==> config.mk <==
export PLATFORM = sky130hd
export DESIGN_NAME = snake_motion_engine
export DESIGN_NICKNAME = d
export VERILOG_FILES = /design/src/rtl/snake_pkg.sv /design/src/rtl/snake_step_tick.sv /design/src/rtl/snake_motion_engine.sv
export SDC_FILE = /design/constraint.sdc
export NUM_CORES = 1
export LEC_CHECK = 0
export BUFFER_PORTS_ARGS = -buffer_cell sky130_fd_sc_hd__buf_2
export CELL_PAD_IN_SITES_DETAIL_PLACEMENT = 1
export CELL_PAD_IN_SITES_GLOBAL_PLACEMENT = 1
export CORE_MARGIN = 2
export CORE_UTILIZATION = 41
export CTS_CLUSTER_SIZE = 25
export DETAILED_ROUTE_END_ITERATION = 8
export PLACE_DENSITY = 0.82
export SYNTH_ARGS = -nofsm -noshare
export SYNTH_HDL_FRONTEND = slang
export SYNTH_SLANG_ARGS = --single-unit
==> constraint.sdc <==
create_clock -name clk -period 3.79 [get_ports clk]
set_clock_uncertainty 0.05 [all_clocks]
set_input_delay 0.758 -clock clk [delete_from_list [all_inputs] [get_ports clk]]
set_output_delay 0.758 -clock clk [all_outputs]
set_load 0.02 [all_outputs]
==> src/rtl/snake_pkg.sv <==
// Shared grid, direction and state definitions for the snake movement engine.
package snake_pkg;

  localparam int unsigned GRID_W  = 64;
  localparam int unsigned GRID_H  = 48;
  localparam int unsigned COORD_W = 6;

  typedef enum logic [1:0] {
    DIR_UP    = 2'd0,
    DIR_DOWN  = 2'd1,
    DIR_LEFT  = 2'd2,
    DIR_RIGHT = 2'd3
  } dir_t;

  typedef enum logic [1:0] {
    ST_IDLE = 2'd0,
    ST_RUN  = 2'd1,
    ST_DEAD = 2'd2
  } state_t;

  // Encoding pairs opposites on bit 0, so reversal is a single bit flip.
  function automatic dir_t opposite_dir(input dir_t d);
    return dir_t'(d ^ 2'b01);
  endfunction

endpackage

==> src/rtl/snake_step_tick.sv <==
// Step-rate divider: counts 0..STEP_DIV-1 while enabled, flags the last count.
module snake_step_tick #(
  parameter int unsigned STEP_DIV = 20_000_000
) (
  input  logic clk,
  input  logic rst,
  input  logic clear,
  input  logic en,
  output logic tick_c
);

  localparam int unsigned CNT_W = (STEP_DIV > 2) ? $clog2(STEP_DIV) : 1;
  localparam logic [CNT_W-1:0] LAST = CNT_W'(STEP_DIV - 1);

  logic [CNT_W-1:0] cnt;

  // Free-running step counter, held at zero while cleared.
  always_ff @(posedge clk or posedge rst) begin
    if (rst) begin
      cnt <= '0;
    end else if (clear) begin
      cnt <= '0;
    end else if (en) begin
      if (cnt == LAST) cnt <= '0;
      else             cnt <= cnt + CNT_W'(1);
    end
  end

  assign tick_c = en && (cnt == LAST);

endmodule

==> src/rtl/snake_motion_engine.sv <==
// Snake movement engine: direction latching, stepping, wall handling.
// Build option: define SNAKE_WRAP_EN to wrap the head around the grid edges
// instead of ending the game on a wall hit.
module snake_motion_engine
  import snake_pkg::*;
#(
  parameter int unsigned STEP_DIV = 20_000_000,
  parameter int unsigned START_X  = 32,
  parameter int unsigned START_Y  = 24
) (
  input  logic       clk,
  input  logic       rst,
  input  logic       start,
  input  logic       btn_up,
  input  logic       btn_down,
  input  logic       btn_left,
  input  logic       btn_right,
  output logic [5:0] Px1,
  output logic [5:0] Px2,
  output logic [5:0] Px3,
  output logic [5:0] Px4,
  output logic [5:0] Py1,
  output logic [5:0] Py2,
  output logic [5:0] Py3,
  output logic [5:0] Py4,
  output logic       alive,
  output logic       step_pulse
);

  localparam logic [COORD_W-1:0] SX0 = COORD_W'(START_X);
  localparam logic [COORD_W-1:0] SX1 = COORD_W'(START_X - 1);
  localparam logic [COORD_W-1:0] SX2 = COORD_W'(START_X - 2);
  localparam logic [COORD_W-1:0] SX3 = COORD_W'(START_X - 3);
  localparam logic [COORD_W-1:0] SY  = COORD_W'(START_Y);

  state_t             state;
  dir_t               cur_dir;
  dir_t               next_dir;
  dir_t               req_dir;
  dir_t               dir_c;
  logic               req_valid;
  logic               run;
  logic               tick_c;
  logic               move_ok_c;
  logic [COORD_W:0]   hx;
  logic [COORD_W:0]   hy;
  logic [COORD_W-1:0] new_x;
  logic [COORD_W-1:0] new_y;

  assign run = (state == ST_RUN);

  snake_step_tick #(.STEP_DIV(STEP_DIV)) u_step_tick (
    .clk    (clk),
    .rst    (rst),
    .clear  (!run),
    .en     (run),
    .tick_c (tick_c)
  );

  // Button arbitration, reversal filter and candidate head position.
  always_comb begin
    req_dir   = DIR_RIGHT;
    req_valid = 1'b1;
    if (btn_up)         req_dir = DIR_UP;
    else if (btn_down)  req_dir = DIR_DOWN;
    else if (btn_left)  req_dir = DIR_LEFT;
    else if (btn_right) req_dir = DIR_RIGHT;
    else                req_valid = 1'b0;

    dir_c = next_dir;
    if (req_valid && (req_dir != opposite_dir(cur_dir))) dir_c = req_dir;

    hx = {1'b0, Px1};
    hy = {1'b0, Py1};
    case (dir_c)
      DIR_UP:    hy = hy - 7'd1;
      DIR_DOWN:  hy = hy + 7'd1;
      DIR_LEFT:  hx = hx - 7'd1;
      DIR_RIGHT: hx = hx + 7'd1;
    endcase

`ifdef SNAKE_WRAP_EN
    move_ok_c = 1'b1;
    if (hx[COORD_W]) new_x = (Px1 == '0) ? COORD_W'(GRID_W - 1) : '0;
    else             new_x = hx[COORD_W-1:0];
    if (hy >= 7'(GRID_H)) new_y = (Py1 == '0) ? COORD_W'(GRID_H - 1) : '0;
    else                  new_y = hy[COORD_W-1:0];
`else
    move_ok_c = !(hx[COORD_W] || (hy >= 7'(GRID_H)));
    new_x     = hx[COORD_W-1:0];
    new_y     = hy[COORD_W-1:0];
`endif
  end

  // Game state, direction registers and segment shift on each step tick.
  always_ff @(posedge clk or posedge rst) begin
    if (rst) begin
      state      <= ST_IDLE;
      cur_dir    <= DIR_RIGHT;
      next_dir   <= DIR_RIGHT;
      Px1 <= SX0; Px2 <= SX1; Px3 <= SX2; Px4 <= SX3;
      Py1 <= SY;  Py2 <= SY;  Py3 <= SY;  Py4 <= SY;
      alive      <= 1'b0;
      step_pulse <= 1'b0;
    end else begin
      step_pulse <= 1'b0;
      case (state)
        ST_IDLE, ST_DEAD: begin
          if (start) begin
            state    <= ST_RUN;
            cur_dir  <= DIR_RIGHT;
            next_dir <= DIR_RIGHT;
            Px1 <= SX0; Px2 <= SX1; Px3 <= SX2; Px4 <= SX3;
            Py1 <= SY;  Py2 <= SY;  Py3 <= SY;  Py4 <= SY;
            alive    <= 1'b1;
          end
        end
        ST_RUN: begin
          next_dir <= dir_c;
          if (tick_c) begin
            cur_dir <= dir_c;
            if (move_ok_c) begin
              Px4 <= Px3; Py4 <= Py3;
              Px3 <= Px2; Py3 <= Py2;
              Px2 <= Px1; Py2 <= Py1;
              Px1 <= new_x; Py1 <= new_y;
              step_pulse <= 1'b1;
            end else begin
              state <= ST_DEAD;
              alive <= 1'b0;
            end
          end
        end
        default: state <= ST_IDLE;
      endcase
    end
  end

endmodule

Word-level counts from Yosys, hierarchy flattened
Cells that the tools add are included.
{"block": "totals", "word_cells": 102, "inputBits": 7, "reg_bits": 81}
{"block": "op_classes", "bitwise_logic": 1, "order_cmp": 1, "add_sub_neg": 5, "reduce_logical": 13, "n_eq_ne": 12, "mux": 56}
{"cell": "2-to-1 mux 6 bit", "count": 21}
{"cell": "case mux 6 bit (2 select lines)", "count": 8}
{"cell": "2-to-1 mux 25 bit", "count": 2}
{"cell": "case mux 7 bit (2 select lines)", "count": 2}
{"cell": "adder 25 x 1 -> 25 bit, second input constant", "count": 1}
{"cell": "equality test 25 bit, second input constant", "count": 1}
{"cell": "2-to-1 mux 2 bit", "count": 8}
{"cell": "adder 6 x 1 -> 7 bit, second input constant", "count": 2}
{"cell": "subtractor 6 x 1 -> 7 bit, second input constant", "count": 2}
{"cell": "case mux 2 bit (2 select lines)", "count": 3}
{"cell": "2-to-1 mux 1 bit", "count": 11}
{"cell": "!= test 2 bit, second input constant", "count": 4}
{"cell": "AND reduction 4 bit", "count": 2}
{"cell": ">= comparator 7 x 6 -> 1 bit, second input constant", "count": 1}
{"cell": "equality test 2 bit, second input constant", "count": 3}
{"cell": "AND reduction 3 bit", "count": 2}
{"cell": "AND reduction 5 bit", "count": 1}
{"cell": "equality test 2 x 1 -> 1 bit, second input constant", "count": 2}
{"cell": "logical NOT 2 bit", "count": 2}
{"cell": "!= test 3 bit, second input constant", "count": 1}
{"cell": "logical AND 1 bit", "count": 2}
{"cell": "!= test 2 bit", "count": 1}
{"cell": "case mux 1 bit (2 select lines)", "count": 1}
{"cell": "AND reduction 2 bit", "count": 1}
{"cell": "other kinds (4)", "count": 4}

Depth between registers and ports, before layout
Gate-level depths: netlist of run 1.
{"block": "depth", "word_depth": 13, "ltp_mapped": 16, "mapped_depth_nobuf": 14}

By module
From an unflattened synthesis of run 1, not the netlist that was laid out.
{"block": "unflattened", "hier_cells": 408, "hier_area_um2": 4222.8}
{"module": "snake_motion_engine", "cells_each": 260, "area_each_um2": 2857.7, "instances": 1}
{"module": "snake_step_tick", "cells_each": 148, "area_each_um2": 1365.1, "instances": 1}

Worst setup path after synthesis of run 1
No wires, ideal clock.
{"block": "synth_path", "path_type": "input port to flip-flop", "start": "input port btn_down", "end": "register Px4[0]", "stages": 14, "setup_slack_ns": -0.469, "setup_time_ns": 0.080, "arrival_ns": 4.129, "cell_sequence": "nor3b_1 > o31ai_1 > a21boi_0 > o21ai_0 > ha_1 > a211oi_1 > o21bai_1 > xor2_1 > a311o_1 > o211a_1 > or3_1 > buf_6 > buf_6 > o22a_1"}
{"block": "synth_between", "elab_chain_len": 11, "word_cells_on_any_way": 17, "cone_classes": "order compare: 1; eq/ne: 5; mux: 7; reduce/logical: 4"}
{"element": "start: declaration", "line": "snake_motion_engine.sv:15", "source": "input logic btn_down,"}
{"element": "2-to-1 mux 2 bit", "line": "snake_motion_engine.sv:65", "source": "else if (btn_down) req_dir = DIR_DOWN;"}
{"element": "2-to-1 mux 2 bit", "line": "snake_motion_engine.sv:64", "source": "if (btn_up) req_dir = DIR_UP;"}
{"element": "!= test 2 bit", "line": "snake_motion_engine.sv:71", "source": "if (req_valid && (req_dir != opposite_dir(cur_dir))) dir_c = req_dir;"}
{"element": "logical AND 1 bit", "line": "snake_motion_engine.sv:71"}
{"element": "2-to-1 mux 2 bit *", "line": "snake_motion_engine.sv:71"}
{"element": "equality test 2 x 1 -> 1 bit or logical NOT 2 bit (tied branches)", "line": "snake_motion_engine.sv:75", "source": "case (dir_c)"}
{"element": "case mux 7 bit (2 select lines)", "line": "snake_motion_engine.sv:75"}
{"element": ">= comparator 7 x 6 -> 1 bit", "line": "snake_motion_engine.sv:89", "source": "move_ok_c = !(hx[COORD_W] || (hy >= 7'(GRID_H)));"}
{"element": "logical OR 1 bit *", "line": "snake_motion_engine.sv:89"}
{"element": "!= test 2 bit (no source line) *"}
{"element": "AND reduction 4 bit (no source line) *"}
{"element": "end signal: assignment", "line": "snake_motion_engine.sv:123", "source": "Px4 <= Px3; Py4 <= Py3;"}
{"element": "end: declaration", "line": "snake_motion_engine.sv:21", "source": "output logic [5:0] Px4,"}
Every way passes the cells marked *; elsewhere a longest branch is shown, timed or not.
A chain may end at the register's enable or synchronous reset.

Worst setup path after layout of run 1
{"block": "layout_path", "start": "register cur_dir[1]", "end": "register Py2[3]"}
{"block": "layout_between", "elab_chain_len": 9, "word_cells_on_any_way": 13, "cone_classes": "order compare: 1; eq/ne: 5; mux: 3; reduce/logical: 4"}
{"element": "start: declaration", "line": "snake_motion_engine.sv:37", "source": "dir_t cur_dir;"}
{"element": "start signal: assignment", "line": "snake_motion_engine.sv:121", "source": "cur_dir <= dir_c;"}
{"element": "!= test 2 bit *", "line": "snake_motion_engine.sv:71"}
{"element": "logical AND 1 bit *", "line": "snake_motion_engine.sv:71"}
{"element": "2-to-1 mux 2 bit *", "line": "snake_motion_engine.sv:71"}
{"element": "equality test 2 x 1 -> 1 bit or logical NOT 2 bit (tied branches)", "line": "snake_motion_engine.sv:75"}
{"element": "case mux 7 bit (2 select lines)", "line": "snake_motion_engine.sv:75"}
{"element": ">= comparator 7 x 6 -> 1 bit", "line": "snake_motion_engine.sv:89"}
{"element": "logical OR 1 bit *", "line": "snake_motion_engine.sv:89"}
{"element": "!= test 2 bit (no source line) *"}
{"element": "AND reduction 4 bit (no source line) *"}
{"element": "end signal: assignment", "line": "snake_motion_engine.sv:125", "source": "Px2 <= Px1; Py2 <= Py1;"}
{"element": "end: declaration", "line": "snake_motion_engine.sv:23", "source": "output logic [5:0] Py2,"}
Marked as above.

==> results of run 1 <==
-- critical path, cell delays in order, from the launching register on --
cell       delay, ns
dfstp_2         0.60
nor4b_4         0.30
o31ai_4         0.12
o2111ai_2       0.29
o21ai_4         0.15
ha_4            0.28
a211oi_4        0.27
o21bai_1        0.12
xor2_1          0.18
a311o_1         0.30
o211a_1         0.27
or3_4           0.38
buf_4           0.18
o22a_1          0.20
-- power by group through the flow --
stage          clock [W]  combinational, W  sequential [W]
3_5_place_dp           0           0.00133         0.00128
4_1_cts         0.000759           0.00138         0.00127
2_1_floorplan          0          0.000701         0.00139
5_1_grt         0.000790           0.00161         0.00129
6_report        0.000740           0.00149         0.00127
3_3_place_gp           0           0.00128         0.00126
-- cell families after synthesis --
kind of cell | count (synthesis)
AND/OR/NAND/NOR | 112
AO/OA/AOI/OAI | 93
flip-flops | 81
XOR/XNOR | 34
buffers and inverters | 29
adder cells (fa/ha/maj) | 13
multiplexers | 2
-- stage by stage --
stage | total power (W) | utilization | instance area, um^2
3_3_place_gp | 0.00254 | 0.487 | 4680
3_5_place_dp | 0.00261 | 0.487 | 4680
5_1_grt | 0.00369 | 0.530 | 5090
6_report | 0.00350 | 0.530 | 5090
4_1_cts | 0.00340 | 0.518 | 4970
2_1_floorplan | 0.00209 | - | 4060
-- sequential cells by signal, summed over array words and instances (netlist names) --
name,cells
Py3,6
Px1,6
state,2
Py2,6
step_pulse,1
cur_dir,2
alive,1
next_dir,2
Px3,6
Py1,6
Px4,6
u_step_tick.cnt,25
Py4,6
Px2,6
-- how the worst max path moves through the flow --
| stage | start | endpoint | cells past startpoint |
|---|---|---|---|
| after global placement | btn_left | Px4[3] | 14 |
| after floorplan | btn_down | Px4[0] | 14 |
| after global routing | cur_dir[1] | Px4[3] | 13 |
| final | cur_dir[1] | Py2[3] | 13 |
| after CTS | cur_dir[1] | Px1[4] | 12 |
| after detailed placement | btn_left | Py2[1] | 14 |
-- cells in the mapped netlist (7+ instances only) --
| cell | instances |
|---|---|
| nand3_1 | 12 |
| nand2_1 | 17 |
| a22o_1 | 17 |
| inv_1 | 15 |
| dfstp_2 | 26 |
| o21ai_0 | 14 |
| dfrtp_1 | 55 |
| xnor2_1 | 12 |
| nand4_1 | 7 |
| a21oi_1 | 11 |
| xor2_1 | 22 |
| o22a_1 | 18 |
| nor2_1 | 40 |
| ha_1 | 11 |
| and3_1 | 8 |
-- per-layer routing --
metal  track usage  routed length, um
met2         0.372               5890
met3        0.0359                393
met1         0.238               4340
met4        0.0749                189
met5             0                  0
-- repair_timing --
item                                    CTS  global route
resized for setup                         9            16
pin swaps                                 3             7
setup buffers                             2             4
hold endpoints to repair                  0             0
endpoints found under the setup margin   38            47
cloned                                    0             0
-- placed cells by master, fill, tap and decap left out, types with 2 or more instances in the layout --
cell type,count
a211oi_2,2
a21o_1,2
a21oi_1,10
a22o_1,17
a2bb2oi_1,4
and3_1,7
and4_1,3
buf_2,56
buf_4,36
buf_6,2
bufinv_16,2
clkbuf_8,9
dfrtp_1,55
dfstp_2,26
fa_2,2
ha_1,10
inv_1,14
inv_6,4
mux2i_1,2
nand2_1,17
nand2b_1,2
nand2b_4,2
nand3_1,12
nand4_1,7
nor2_1,40
nor2b_1,4
nor3_1,4
nor3_2,2
nor4b_1,2
o2111ai_2,2
o21ai_0,9
o21ai_1,3
o21bai_1,3
o22a_1,18
o2bb2ai_1,2
or3_4,2
xnor2_1,12
xor2_1,22
-- final cells by class --
| class | count | area (um^2) | share of cell area |
|---|---|---|---|
| repair buffers | 95 | 593 | 0.117 |
| clock buffers | 9 | 124 | 0.0244 |
| well taps | 133 | 166 | 0.0327 |
| flip-flops and latches | 81 | 2060 | 0.405 |
| inverters | 16 | 66.3 | 0.0130 |
| multi-input cells | 254 | 1970 | 0.387 |
| clock inverters | 7 | 106 | 0.0209 |
==> metrics.md, run 1 <==
| Metric | Value |
|---|---|
| Ys flop type | dfrtp_1 |
| Gr usage total | 0.203 |
| Number of H-tree levels | 3 |
| Data required, critical path | roughly 4.0 ns |
| Multiplexer share of the synthesized area | 0.00502 |
| Root Driver | clkbuf_8 |
| Combinational Power Share | 0.427 |
| CP arrival | 4.01 ns |
| Synthesized net count | 384 |
| Clock buffer depth | 2 |
| Post-Synth Simple-Gate Area | 0.142 |
| Clock share of power | 0.211 |
| Synth Area in Adders | 0.0445 |
| Peak supply drop | between 200 and 250 uV |
| Sum Neg Setup Slack | 0 ns |
| Pwr dens | slightly below 700 nW/um^2 |
| Synth top area cells | dfrtp_1, dfstp_2, xor2_1 |
| Post-synthesis sequential area ratio | 0.516 |
| Post-synth ARST share | 1.00 |
| Gpl congestion | roughly 0.9 |
| Antenna-violating nets left | 0 |
| Avg Synthesized Cell Area | 11.0 um^2 |
| Largest net degree at the start of global routing | 48 |
| DR vias/cell | between 5 and 6 |
| Slew headroom | 0.455 |
| I/O Pins | 57 |
| Initial Utilization | 0.416 |
| Avg WL per Cell | about 18 um |
| DR iter-0 viols | between 100 and 150 |
| First-pass detailed-route iteration total | 4 |
| Seq pwr share | 0.362 |
| Endpoints failing setup | 0 |
| EDFF count, synth | 0 |
| Row count | 36 |
| Seq cells post-synth | 81 |
| Number of global-route vias before repair | 3,380 |
| Post-CTS Hold Buffers | 0 |
| Drt drc | 0 |
| Max Freq | 0.266 GHz |
| Part of the cycle the worst path needs | 0.992 |
| Vias | between 3,000 and 4,000 |
| Yosys warnings | 0 |
| Filler cell count | about 1,100 |
| TritonCTS clock tree | built |
| Die height | roughly 100 um |
| Die width | approximately 100 um |
| Synth Area in Compound Gates | 0.182 |
| Synth Cell Area | about 4000 um^2 |
| Final hold violation count | 0 |
| Share of the synthesized area in the top cell type | 0.345 |
| Initial antenna violation count | 0 |
| DIE AREA | between 10,000 and 15,000 um^2 |
| Placed Cells | 573 |
| WL final | approximately 11,000 um |
| Hold slack | 0.452 ns |
| Worst reg2reg path endpoint | Py2[3] |
| Port-buffer cells | 56 |
| First-pass GRT wire length | roughly 17,000 um |
| Worst skew pair latency | 0.37 ns |
| Inserted Clock Buffers | 9 |
| Final slew viol count | 0 |
| Worst Path Max Fanout | 6 |
| LEAKAGE | between 2 and 2.5 nW |
| Final nets | 477 |
| Core area | about 9600 um^2 |
| Congestion Overflow GR | 0 |
| Antenna fix cells | 0 |
| Setup crit start kind | register |
| Max cap viols | 0 |
| Post-route worst setup slack | just under 0.03 ns |
| RSZ-0062 raised after global routing | true |
| Hold Path Cell Cnt | 1 |
| Clk sinks | roughly 80 |
| Area leader, netlist | dfrtp_1 |
| Netlist cell types | 55 |
| Critical path class | reg -> reg |
| Critical Path Sink Type | register |
| Hold Path Sink | Py4[2] |
| Main combinational cell family by area after synthesis | compound AO/OA/AOI/OAI gates |
| Finished Layout Cells | about 600 |
| Reg2reg setup slack | 0.03 ns |
| Actual slew at the worst max-slew pin | approximately 0.82 ns |
| Hold Path Class | reg -> reg |
| NetSw | roughly 0.0013 W |
| Post-synthesis xor/xnor area fraction | 0.0746 |
| Final HPWL DP | between 7000 and 8000 um |
| Worst r2r path cells | 13 |
| Synth Instances | between 300 and 400 |
| Min-Delay Startpoint | Py4[2] |
| RR Startpoint | cur_dir[1] |
| Sw Ratio | 0.384 |
| Clk slew on worst S/H paths | 0.10 ns |
| Final critical-path required period | roughly 3.8 ns |
| Layout cells sized above 1 | 0.366 |
| Internal cell power | 0.00216 W |
| Area Growth Syn to Fin | 27.4% |
| Status | finished clean |
| Place WS | -0.557 ns |
No activity file was read; power rests on OpenSTA's default activity.
==> inputs of run 2 (changes only) <==
--- a/config.mk
+++ b/config.mk
@@ -10,9 +10,11 @@
 export CELL_PAD_IN_SITES_GLOBAL_PLACEMENT = 1
 export CORE_MARGIN = 2
 export CORE_UTILIZATION = 41
+export CTS_CLUSTER_DIAMETER = 200
 export CTS_CLUSTER_SIZE = 25
 export DETAILED_ROUTE_END_ITERATION = 8
 export PLACE_DENSITY = 0.82
+export RECOVER_POWER = 25
 export SYNTH_ARGS = -nofsm -noshare
 export SYNTH_HDL_FRONTEND = slang
 export SYNTH_SLANG_ARGS = --single-unit
==> constraint.sdc (replaced) <==
create_clock -name clk -period 3.79 [get_ports clk]
set_clock_uncertainty 0.05 [all_clocks]
set_input_delay 0.1895 -clock clk [delete_from_list [all_inputs] [get_ports clk]]
set_output_delay 0.1895 -clock clk [all_outputs]
set_load 0.02 [all_outputs]
==> run 2 against run 1 <==
  * The flow now finishes with violations (capacitance limit, slew limit)
  * First-iteration DRC count down 17%
  * Highest routed layer unchanged
  * Setup slack improved by 0.098 ns
  * Routed wire length fell by 4.7%
  * Fmax increased by 2.7%
  * Sequential share of layout area increased by 1.3 points
  * Die area unchanged
  * Register-to-register slack improved by 0.098 ns
==> metrics.md, run 2 (synthesized netlist as in run 1, its figures left out) <==
| Metric | Value |
|---|---|
| Vias | 3,217 (-2.2%) |
| Critical Path Sink Type | register |
| Final hold violation count | 0 (unchanged) |
| Commonest non-fill, non-tap cell in the layout | dfrtp_1 |
| Final nets | 467 (-2.1%) |
| Core area | 9590 um^2 (unchanged) |
| Largest net degree at the start of global routing | 52 (+8.3%) |
| Most flops, register | u_step_tick.cnt |
| Clk slew on worst S/H paths | 0.09 ns (about the same) |
| Most frequent cells in the layout | dfrtp_1, nor2_1, buf_2 |
| I/O Pins | 57 (unchanged) |
| Row count | 36 (unchanged) |
| Pwr dens | 674 nW/um^2 (-2.1%) |
| Die width | 103 um (unchanged) |
| Failing checks | capacitance limit, slew limit |
| Congestion Overflow GR | 0 (unchanged) |
| Seq pwr share | 0.381 (+0.019) |
| Setup crit start kind | register |
| TritonCTS clock tree | built |
| Number of H-tree levels | 3 (unchanged) |
| Hold Path Sink | state[1] |
| CP arrival | 3.90 ns (-0.11 ns) |
| Hold Path Class | in -> reg |
| Max stage delay on crit path | 0.59 ns (about the same) |
| Drt drc | 0 (unchanged) |
| Antenna fix cells | 0 (unchanged) |
| Number of global-route vias before repair | 3,298 (-2.4%) |
| Reg area | 2060 um^2 (unchanged) |
| Actual slew at the worst max-slew pin | 2.25 ns (+1.44 ns) |
| Antenna-violating nets left | 0 (unchanged) |
| Crit-path slowest cell | dfstp_2 |
| Hold Path Cell Cnt | 2 (+1) |
| Inserted Clock Buffers | 9 (unchanged) |
| Area Growth Syn to Fin | 23.4% |
| DR iter-0 viols | 85 (-17%) |
| Reg2reg setup slack | 0.13 ns (+0.10 ns) |
| Total power | 0.00332 W (-5.1%) |
| Avg WL per Cell | 17.6 um (-3.1%) |
| Final critical-path required period | 3.66 ns (-0.0979 ns) |
| First-pass detailed-route iteration total | 4 (unchanged) |
| Endpoints failing setup | 0 (unchanged) |
| Internal cell power | 0.00199 W (-7.5%) |
| Gpl congestion | 0.834 (-9.3%) |
| Worst reg2reg path endpoint | Px2[3] |
| Slew headroom | -0.510 (-0.965) |
| Worst path top cell family by delay | compound AO/OA/AOI/OAI gates |
| Initial Utilization | 0.416 (unchanged) |
| CP bufs+invs | 2 (+1) |
| Combinational Power Share | 0.436 (+0.009) |
| Max cap viols | 1 (+1) |
| Sw Ratio | 0.399 (+0.0156) |
| Worst Path Max Fanout | 8 (+2) |
| Root Driver | clkbuf_8 |
| Initial antenna violation count | 0 (unchanged) |
| Clock buffer depth | 2 (unchanged) |
| DIE AREA | 10,500 um^2 (unchanged) |
| Final HPWL DP | 7110 um (-4.5%) |
| Critical path class | reg -> reg |
| Port-buffer cells | 56 (unchanged) |
| Clk sinks | 81 (unchanged) |
| Hold slack | 0.0300 ns (-0.422 ns) |
| Max Freq | 0.273 GHz (+2.7%) |
| Worst skew pair latency | 0.36 ns (about the same) |
| Final slew viol count | 52 (+52) |
| Area of the multi-input gates | 1970 um^2 (-0.13%) |
| RSZ-0062 raised after global routing | true |
| First-pass GRT wire length | 16,300 um (-2.4%) |
| Status | finished, violations left |
| Peak supply drop | 261 uV (+11%) |
| Gr usage total | 0.198 (-0.00557) |
| Data required, critical path | 4.03 ns (about the same) |
| Filler cell count | 1,069 (+1.6%) |
| Clock share of power | 0.183 (-0.028) |
| Min-Delay Startpoint | start |
| Worst r2r path cells | 13 (unchanged) |
| Part of the cycle the worst path needs | 0.966 (-0.0258) |
| LEAKAGE | 2.17 nW (-7.8%) |
| NetSw | 0.00133 W (-1.3%) |
| WL final | 10,300 um (-4.7%) |
| Max FFs per register | 25 (unchanged) |
| Finished Layout Cells | 585 (-1.7%) |
| Die height | 103 um (unchanged) |
| Placed Cells | 560 (-2.3%) |
| Layout cells sized above 1 | 0.294 (-0.0716) |
| DR vias/cell | 5.50 (-0.58%) |
| CP Cell Sequence | nor4b_4, o31ai_4, o2111ai_2, o21ai_4, buf_6, ha_1, xnor2_1, nor3_2, a311o_1, o211a_1, or3_4, buf_4, o22a_1 |
| RR Startpoint | cur_dir[1] |
==> run 2: repair_timing <==
item	CTS	global route
gates cloned	0	0
pin swaps	2	13
setup buffers	1	7
endpoints found under the hold margin	34	0
endpoints found under the setup margin	45	51
resized for setup	13	21
hold buffers	1	0
==> run 2: per-layer routing <==
metal / track usage / wire [um]
met1: 0.244 / 4390
met2: 0.354 / 5430
met3: 0.0420 / 370
met4: 0.0472 / 113
met5: 0 / 0
==> run 2: worst max-delay path by stage <==
stage	startpoint	endpoint	cells after the start
2_1_floorplan	cur_dir[1]	Px4[0]	14
3_3_place_gp	cur_dir[1]	Px1[4]	13
3_5_place_dp	cur_dir[0]	Py3[1]	14
4_1_cts	cur_dir[0]	Px2[2]	13
5_1_grt	cur_dir[1]	Px1[4]	14
6_report	cur_dir[1]	Px2[3]	13
==> run 2: power groups by stage <==
| stage | Sequential (W) | Combinational, W | Clock (W) |
|---|---|---|---|
| after global routing | 0.00129 | 0.00158 | 0.000654 |
| after CTS | 0.00126 | 0.00129 | 0.000619 |
| after floorplan | 0.00139 | 0.000664 | 0 |
| after detailed placement | 0.00127 | 0.00123 | 0 |
| after global placement | 0.00126 | 0.00117 | 0 |
| final | 0.00127 | 0.00145 | 0.000606 |
==> run 2: through the flow <==
step	TNS, ns	setup slack (ns)	util	instance area [um^2]
after CTS	0	0.00313	0.498	4780
final	0	0.128	0.513	4930
after global placement	-0.0250	-0.0250	0.471	4520
after detailed placement	-4.99	-0.218	0.471	4520
after global routing	-0.622	-0.0517	0.513	4930
after floorplan	0	0.0307	-	4000
==> run 2: cell type report <==
type | instances | area share
Inverter | 16 | 0.0135
Sequential cell | 81 | 0.418
Timing Repair Buffer | 85 | 0.0986
Multi-Input combinational cell | 254 | 0.400
Tap cell | 133 | 0.0338
Clock inverter | 7 | 0.0114
Clock buffer | 9 | 0.0251
==> inputs of run 3 (changes only) <==
--- a/config.mk
+++ b/config.mk
@@ -8,7 +8,7 @@
 export BUFFER_PORTS_ARGS = -buffer_cell sky130_fd_sc_hd__buf_2
 export CELL_PAD_IN_SITES_DETAIL_PLACEMENT = 1
 export CELL_PAD_IN_SITES_GLOBAL_PLACEMENT = 1
-export CORE_MARGIN = 2
+export CORE_MARGIN = 1.5
 export CORE_UTILIZATION = 41
 export CTS_CLUSTER_DIAMETER = 200
 export CTS_CLUSTER_SIZE = 25
==> run 3 against run 2 <==
  * The run ends with capacitance limit, slew limit, setup timing left
  * Register-to-register slack worse by 0.18 ns
  * Global-route usage rose by 0.64 points
  * Sequential cell count stayed put
  * Die area fell by 1.9%
  * Sequential share of layout area shrank 0.35 points
  * Critical path type unchanged
  * Largest cell class unchanged
  * Highest routed layer unchanged
==> metrics.md, run 3 (synthesized netlist as in run 1, its figures left out) <==
| Metric | Value |
|---|---|
| Top sig layer | met4 |
| DIE AREA | 10,300 um^2 (-1.9%) |
| Layout cells sized above 1 | 0.336 (+0.0413) |
| NetSw | 0.00134 W (+1.5%) |
| Critical path class | reg -> reg |
| Internal cell power | 0.00208 W (+4.3%) |
| RSZ-0062 raised after global routing | true |
| Die width | 102 um (-0.97%) |
| Gpl congestion | 0.834 (about the same) |
| Commonest non-fill, non-tap cell in the layout | dfrtp_1 |
| Initial antenna violation count | 0 (unchanged) |
| Clk sinks | 81 (unchanged) |
| Placed Area | 4520 um^2 (about the same) |
| Routed wl met3 | 370 um (unchanged) |
| Worst Path Max Fanout | 6 (-2) |
| Final critical-path required period | 3.84 ns (+0.178 ns) |
| First-pass detailed-route iteration total | 4 (unchanged) |
| Met2 Routed Length | 5590 um (+3.0%) |
| Clock buffer depth | 2 (unchanged) |
| Setup crit start kind | register |
| Most flops, register | u_step_tick.cnt |
| Hold Path Class | in -> reg |
| Pwr dens | 690 nW/um^2 (+2.4%) |
| TritonCTS clock tree | built |
| Data required, critical path | 4.02 ns (about the same) |
| Critical Path Sink Type | register |
| Final HPWL DP | 7080 um (-0.36%) |
| Post-route worst setup slack | -0.0504 ns (-0.178 ns) |
| Core area | 9330 um^2 (-2.8%) |
| Failing checks | capacitance limit, slew limit, setup timing |
| Antenna fix cells | 0 (unchanged) |
| Drt drc | 0 (unchanged) |
| Endpoints failing setup | 1 (+1) |
| Port-buffer cells | 56 (unchanged) |
| Place WS | -0.207 ns (+0.0102 ns) |
| Gr usage total | 0.204 (+0.00635) |
| Status | finished, violations left |
| Area Growth Syn to Fin | 24.5% |
| I/O Pins | 57 (unchanged) |
| Avg WL per Cell | 18.4 um (+4.5%) |
| Sw Ratio | 0.393 (-0.00662) |
| Number of H-tree levels | 3 (unchanged) |
| Slew headroom | -0.365 (+0.146) |
| Clk slew on worst S/H paths | 0.10 ns (about the same) |
| Max cap viols | 1 (unchanged) |
| Die height | 102 um (-0.97%) |
| Clock share of power | 0.205 (+0.022) |
| Inserted Clock Buffers | 9 (unchanged) |
| Combinational Power Share | 0.426 (-0.010) |
| Worst skew pair latency | 0.37 ns (about the same) |
| Max FFs per register | 25 (unchanged) |
| CP arrival | 4.07 ns (+0.17 ns) |
| Peak supply drop | 238 uV (-8.8%) |
| Design Area, Final | 4970 um^2 (+0.84%) |
| Congestion Overflow GR | 0 (unchanged) |
| Final hold violation count | 0 (unchanged) |
| Sum Neg Setup Slack | -0.0504 ns (-0.0504 ns) |
| Final nets | 465 (-0.43%) |
| Filler cell count | 1,018 (-4.8%) |
| First-pass GRT wire length | 16,300 um (about the same) |
| WL final | 10,700 um (+3.4%) |
| Hold Path Cell Cnt | 2 (unchanged) |
| Worst r2r path cells | 14 (+1) |
| Antenna-violating nets left | 0 (unchanged) |
| Actual slew at the worst max-slew pin | 2.04 ns (-0.217 ns) |
| Initial Utilization | 0.428 (+0.0119) |
| Part of the cycle the worst path needs | 1.01 (+0.0470) |
| DR vias/cell | 5.55 (+1.0%) |
| Max Freq | 0.260 GHz (-4.6%) |
| DR iter-0 viols | 97 (+14%) |
| Row count | 35 (-2.8%) |
| Largest net degree at the start of global routing | 49 (-5.8%) |
| Final slew viol count | 49 (-5.8%) |
| Root Driver | clkbuf_8 |
| Vias | 3,216 (-0.031%) |
| Most frequent cells in the layout | dfrtp_1, buf_2, nor2_1 |
| LEAKAGE | 2.25 nW (+3.7%) |
| Met1 wire length | 4410 um (+0.36%) |
| Number of global-route vias before repair | 3,292 (-0.18%) |
| Seq pwr share | 0.369 (-0.012) |
## run 3: per-layer routing
| layer | global-route usage | vias to the layer above |
|---|---|---|
| met5 | 0 | - |
| met1 | 0.236 | 1632 |
| met2 | 0.377 | 80 |
| met4 | 0.0726 | 0 |
| met3 | 0.0352 | 24 |
| li1 | - | 1480 |
## run 3: final cells by class
class                   count  area (um^2)  share of cell area
clock buffers              10          149              0.0300
clock inverters             6         76.3              0.0154
inverters                  16         66.3              0.0134
multi-input cells         254         1950               0.393
flip-flops and latches     81         2060               0.415
well taps                 129          161              0.0325
repair buffers             83          503               0.101
## run 3: stage by stage
stage	std cells	hold WS, ns	util	power [W]
floorplan	364	0.238	-	0.00205
global placement	557	0.308	0.485	0.00245
detailed placement	557	0.326	0.485	0.00252
CTS	575	0.00896	0.516	0.00326
global route	579	0.0249	0.533	0.00361
finish	579	0.0233	0.533	0.00343
## run 3: timing repair
action,in CTS,in global routing
buffers inserted,1,4
pin swaps,4,12
hold buffers,1,0
setup endpoints to repair,44,52
gates resized for setup,10,24
hold endpoints to repair,25,0
## run 3: worst max-delay path, stage by stage, from the launching register on
cell and delay, ns:
dfstp_2 0.57, nor4b_4 0.30, o31ai_4 0.13, a21boi_2 0.28
o21ai_4 0.14, buf_6 0.16, ha_4 0.28, o21ai_1 0.09
o21bai_1 0.25, xor2_1 0.15, a311oi_2 0.31, a211oi_2 0.16
buf_4 0.18, or3_4 0.44, o32ai_2 0.26
## run 3: power by group through the flow
stage | logic [W] | clock network, W | registers, W
4_1_cts | 0.00128 | 0.000716 | 0.00126
3_3_place_gp | 0.00119 | 0 | 0.00126
5_1_grt | 0.00158 | 0.000749 | 0.00129
6_report | 0.00146 | 0.000701 | 0.00127
3_5_place_dp | 0.00124 | 0 | 0.00127
2_1_floorplan | 0.000664 | 0 | 0.00139
## run 3: worst paths after layout
kind	from	end	slack [ns]
worst max-delay path	cur_dir[1]	Px1[4]	-0.05
min in group asynchronous	rst	Px1[2]	0.84
max in group asynchronous	rst	next_dir[1]	1.59
worst min-delay path	start	state[1]	0.02
worst max register to register	cur_dir[1]	Px1[4]	-0.05
worst min register to register	Py4[5]	Py4[5]	0.45
